`config.mk`:
```
export PLATFORM = sky130hd
export DESIGN_NAME = intrusion_detector
export DESIGN_NICKNAME = d
export VERILOG_FILES = /design/src/rtl/intrusion_detector.sv
export SDC_FILE = /design/constraint.sdc
export NUM_CORES = 1
export LEC_CHECK = 0
export BUFFER_PORTS_ARGS = -buffer_cell sky130_fd_sc_hd__buf_4
export CORE_ASPECT_RATIO = 1.4
export CORE_MARGIN = 2
export CORE_UTILIZATION = 66
export CTS_BUF_LIST = sky130_fd_sc_hd__clkbuf_4 sky130_fd_sc_hd__clkbuf_8
export DETAILED_ROUTE_END_ITERATION = 8
export MAX_ROUTING_LAYER = met4
export PLACE_DENSITY = 0.94
export RECOVER_POWER = 100
export SLEW_MARGIN = 40
export SYNTH_ARGS = -nofsm -noshare
export SYNTH_HDL_FRONTEND = slang
export SYNTH_SLANG_ARGS = --single-unit
export TNS_END_PERCENT = 20
```
`constraint.sdc`:
```
create_clock -name CLK -period 7 [get_ports CLK]
set_input_delay 1.05 -clock CLK [delete_from_list [all_inputs] [get_ports CLK]]
set_output_delay 1.05 -clock CLK [all_outputs]
set_load 0.1 [all_outputs]
```
`src/rtl/intrusion_detector.sv`:
```
// Debounced, latched intrusion alarm for ultrasonic range samples.
// Adds confirm/hold qualification, arm control and a sensor-loss watchdog.
module intrusion_detector #(
  parameter int THRESHOLD    = 100,
  parameter int HYST         = 10,
  parameter int CONFIRM      = 3,
  parameter int HOLD_SAMPLES = 8,
  parameter int TIMEOUT      = 2_000_000
) (
  input  logic       CLK,
  input  logic       RST,
  input  logic       Arm,
  input  logic       Sample_Valid,
  input  logic [7:0] Distance,
  output logic       Alarm,
  output logic       Fault,
  output logic [2:0] State,
  output logic [7:0] Alarm_Count
);

  typedef enum logic [2:0] {
    DISARMED = 3'd0,
    ARMED    = 3'd1,
    PENDING  = 3'd2,
    ALARM    = 3'd3,
    HOLD     = 3'd4
  } state_t;

  localparam int CLR_SUM = THRESHOLD + HYST;
  localparam logic [8:0] THR = 9'(THRESHOLD);
  localparam logic [8:0] CLR =
    (CLR_SUM > 255) ? 9'd255 : 9'(CLR_SUM);
  localparam logic [3:0] NEAR_LAST = 4'(CONFIRM - 1);
  localparam logic [7:0] HOLD_INIT = 8'(HOLD_SAMPLES - 1);
  localparam int WDW = $clog2(TIMEOUT + 1);
  localparam logic [WDW-1:0] WD_MAX  = WDW'(TIMEOUT);
  localparam logic [WDW-1:0] WD_LAST = WDW'(TIMEOUT - 1);

  state_t         state;
  logic           arm_q1;
  logic           arm_s;
  logic [3:0]     near_cnt;
  logic [7:0]     hold_cnt;
  logic [WDW-1:0] wd_cnt;
  logic           accepted;
  logic           near;
  logic           clear;
  logic           fault_set;
  logic           raise;

  assign State     = state;
  assign accepted  = Sample_Valid && (Distance != 8'd0);
  assign near      = {1'b0, Distance} < THR;
  assign clear     = {1'b0, Distance} >= CLR;
  assign fault_set = !accepted && (wd_cnt == WD_LAST);

  // Entry into ALARM that is counted: confirmation or tamper.
  always_comb begin
    raise = 1'b0;
    if (arm_s) begin
      unique case (state)
        ARMED:
          raise = fault_set ||
                  (accepted && near && CONFIRM == 1);
        PENDING:
          raise = fault_set ||
                  (accepted && near && near_cnt == NEAR_LAST);
        default: raise = 1'b0;
      endcase
    end
  end

  always_ff @(posedge CLK) begin
    if (!RST) begin
      wd_cnt <= '0;
      Fault  <= 1'b0;
    end else if (accepted) begin
      wd_cnt <= '0;
      Fault  <= 1'b0;
    end else if (wd_cnt != WD_MAX) begin
      wd_cnt <= wd_cnt + 1'b1;
      if (wd_cnt == WD_LAST) Fault <= 1'b1;
    end
  end

  always_ff @(posedge CLK) begin
    if (!RST) begin
      arm_q1      <= 1'b0;
      arm_s       <= 1'b0;
      state       <= DISARMED;
      near_cnt    <= '0;
      hold_cnt    <= '0;
      Alarm       <= 1'b0;
      Alarm_Count <= '0;
    end else begin
      arm_q1 <= Arm;
      arm_s  <= arm_q1;
      if (!arm_s) begin
        state    <= DISARMED;
        near_cnt <= '0;
        hold_cnt <= '0;
        Alarm    <= 1'b0;
      end else if (raise) begin
        state    <= ALARM;
        near_cnt <= '0;
        Alarm    <= 1'b1;
        if (Alarm_Count != 8'hFF)
          Alarm_Count <= Alarm_Count + 8'd1;
      end else begin
        unique case (state)
          DISARMED: state <= ARMED;
          ARMED: begin
            if (accepted && near) begin
              state    <= PENDING;
              near_cnt <= 4'd1;
            end
          end
          PENDING: begin
            if (accepted) begin
              if (near) begin
                near_cnt <= near_cnt + 4'd1;
              end else begin
                state    <= ARMED;
                near_cnt <= '0;
              end
            end
          end
          ALARM: begin
            if (accepted && clear) begin
              if (HOLD_SAMPLES == 1) begin
                state <= ARMED;
                Alarm <= 1'b0;
              end else begin
                state    <= HOLD;
                hold_cnt <= HOLD_INIT;
              end
            end
          end
          HOLD: begin
            // hold_cnt is the number of clear samples still required
            if (accepted) begin
              if (!clear) begin
                state    <= ALARM;
                hold_cnt <= '0;
              end else if (hold_cnt <= 8'd1) begin
                hold_cnt <= '0;
                if (!Fault) begin
                  state <= ARMED;
                  Alarm <= 1'b0;
                end
              end else begin
                hold_cnt <= hold_cnt - 8'd1;
              end
            end
          end
          default: begin
            state <= DISARMED;
            Alarm <= 1'b0;
          end
        endcase
      end
    end
  end

endmodule

```
==> reports/results.tsv <==
stage	metric	value	unit
run_status	status	completed	
setup_path	CP required	7.22	ns
placed_design	Cell Area, Placed	2790	um2
clock_tree	root buf cell	clkbuf_8	
layout	final core occ	0.730	
placed_design	HPWL after DPL	4.15	mm
sta	relative slew slack	0.217	
floorplan	die height	78.2	um
layout	most common cell after layout, fill and taps aside	nor2_1	
layout	P&R area growth vs syn	8.24	%
setup_path	crit path kind	in2reg	
layout	register area	961	um2
sta	Final setup viols	0	
layout	area of the multi-input gates	1540	um2
floorplan	site row count	27	
sta	Tcrit/Tclk final	0.519	
detailed_routing	Iteration-0 DRC Markers	126	
clock_tree	CTS Hold Buffers Added	0	
floorplan	Ports	25	
pwr	leakage	0.962	nW
detailed_routing	Via density	6.12	
sta	Tmin final	3.63	ns
layout	Post-Layout Cell Count	393	
synth	syn_nets	345	
synth	FFs w/ async S/R, synth	0	
clock_tree	CTS buffer count	5	
setup_path	startpoint types	input port	
synth	Post-synth top flop	dfxtp_1	
clock_tree	CTS max path bufs	2	
sta	Max Fclk	0.275	GHz
setup_path	CP delay by family, top	simple AND/OR/NAND/NOR gates	
pwr	total power	455	uW
setup_path	Crit path largest cell delay	0.76	ns
grt	GRT overflow	0	
placed_design	placed cells	386	
detailed_routing	Post-Route WL	5.60	mm
synth	Syn Area/Cell	7.96	um2
sta	clock skew	0.00878	ns
floorplan	core box area	3850	um2
detailed_routing	drt drc	0	
clock_tree	clock-pin transition on the worst setup and hold timing paths	0.08	ns
detailed_routing	ANT nets after route	0	
layout	layout cells sized above 1	0.0914	
sta	Worst-Margin Slew	1.18	ns
synth	FF+latch count, synth	48	
setup_path	Data arrival, critical path	3.86	ns
setup_path	critical path buffer and inverter count	1	
detailed_routing	DR WL/cell	14.2	um
sta	Final Hold Fails	0	
synth	Mapped Cells	326	
sta	WHS	0.428	ns
sta	Max Slew Vio Count	0	
placed_design	I/O Buffers	24	
clock_tree	CTS resizes	0	
floorplan	DIE AREA	4460	um2
layout	fin area	2810	um2
min_path	Worst Hold Class	reg2reg	
pwr	Worst VDD drop	0.162	mV
flow_run	Max-Cap Viols	0	
setup_path	CP max stage cell	o21ai_0	
placed_design	Place WS	3.31	ns
clock_tree	worst skew pair latency	0.30	ns
synth	EDFF count, synth	0	
floorplan	Starting Density	0.674	
layout	FILL cells	320	
sta	RSZ-0062 raised after global routing	false	
clock_tree	post-CTS setup buffers	0	
synth	warnings from Yosys	0	
synth	Synth Cell Area	2600	um2
layout	Final #Nets	369	
placed_design	RePlAce Congestion	0.912	
setup_path	peak fanout along the critical path	14	
setup_path	Setup crit end kind	register	
sta	PnR worst setup slack	3.37	ns
synth	Netlist cell types	52	
clock_tree	CTS tree	done	
pwr	pwr dens	162	nW/um2
detailed_routing	DR vias	2404	
grt	vias in the first global route	2386	
grt	largest net degree at the start of global routing	23	
grt	initial antenna violation count	0	
layout	most frequent cells in the layout	50 x nor2_1, 48 x dfxtp_1, 29 x nand2_1, 27 x o21ai_0, 20 x a21oi_1	
clock_tree	H-tree depth	2	
grt	Total GRT Usage	0.272	
grt	global-route wire length before repair	9.63	mm
sta	final setup TNS	0	ns
setup_path	critical path, cell by cell	clkbuf_1 > or4_2 > o21ai_0 > nand4_1 > a21o_1 > or4b_1 > a21oi_1	
layout	n_diodes	0	
synth	register area share after synthesis	0.370	
floorplan	Die X	57.0	um
clock_tree	Clock Sinks	48	
detailed_routing	first drt pass iteration count	5	
==> worst reg2reg max path: cells and delay by family (launching register included) <==
kind | cells | cell delay, ns
simple gates | 4 | 1.86
flops | 1 | 0.41
compound gates | 2 | 0.49
==> area by class of cell <==
class / count / area share
multi-input cells: 258 / 0.549
flip-flops and latches: 48 / 0.342
repair buffers: 24 / 0.0441
clock buffers: 6 / 0.0272
well taps: 43 / 0.0191
inverters: 13 / 0.0174
clock inverters: 1 / 0.00178
==> path summary, 6_finish.rpt <==
kind	from	end	slack (ns)	cells after the start
hold / removal	arm_q1	arm_s	0.43	1
setup reg to reg	State[2]	Alarm_Count[3]	4.16	6
setup / recovery	Distance[5]	Alarm_Count[3]	3.37	7
hold reg to reg	arm_q1	arm_s	0.43	1
==> logic make-up (layout without fill, tap and decap cells) <==
logic type	after synthesis	count (layout)	share of synthesized area
AND/OR/NAND/NOR	160	160	0.324
buffers and inverters	20	44	0.0347
AO/OA/AOI/OAI	69	69	0.161
XOR/XNOR	19	19	0.0641
multiplexers	3	3	0.0116
adder cells (fa/ha/maj)	7	7	0.0337
flip-flops	48	48	0.370
==> power breakdown <==
part           leakage, nW  switching [mW]  total [mW]  internal (mW)
registers            0.387         0.00136       0.275          0.274
logic                0.530          0.0143      0.0224        0.00810
clock network       0.0445          0.0854       0.157         0.0719
total                0.962           0.101       0.455          0.354
==> sequential cells by signal, indices dropped and copies added (netlist names) <==
name and cells:
Alarm 1, Alarm_Count 8, Fault 1, State 3, arm_q1 1, arm_s 1, hold_cnt 8, near_cnt 4
wd_cnt 21
==> cells in the mapped netlist, types with 3 or more instances <==
cell type,n,area [um2]
xnor2_1,8,70.1
dfxtp_1,48,961
nor2_1,50,188
clkbuf_1,5,18.8
nand3_1,14,70.1
nor3_1,9,45.0
a211oi_1,3,22.5
or4_2,4,35.0
or3b_2,4,35.0
or3_1,4,25.0
and2_1,4,25.0
nor4_1,5,31.3
or4_1,5,37.5
xor2_1,11,96.3
o21ai_0,26,130
nand2_1,29,109
nand2b_1,3,18.8
a21oi_1,20,100
ha_1,7,87.6
mux2i_1,3,30.0
o31ai_1,5,37.5
nand4_1,7,43.8
inv_1,13,48.8
and3_1,4,25.0
==> routing by layer <==
metal / vias to the layer above / track usage / wire [um]
met4: 0 / 0.112 / 95
met3: 10 / 0.0544 / 205
met1: 1141 / 0.275 / 2310
met2: 46 / 0.500 / 2990
met5: - / - / 0
li1: 1207 / - / -
Power figures use the tool's default switching activity.
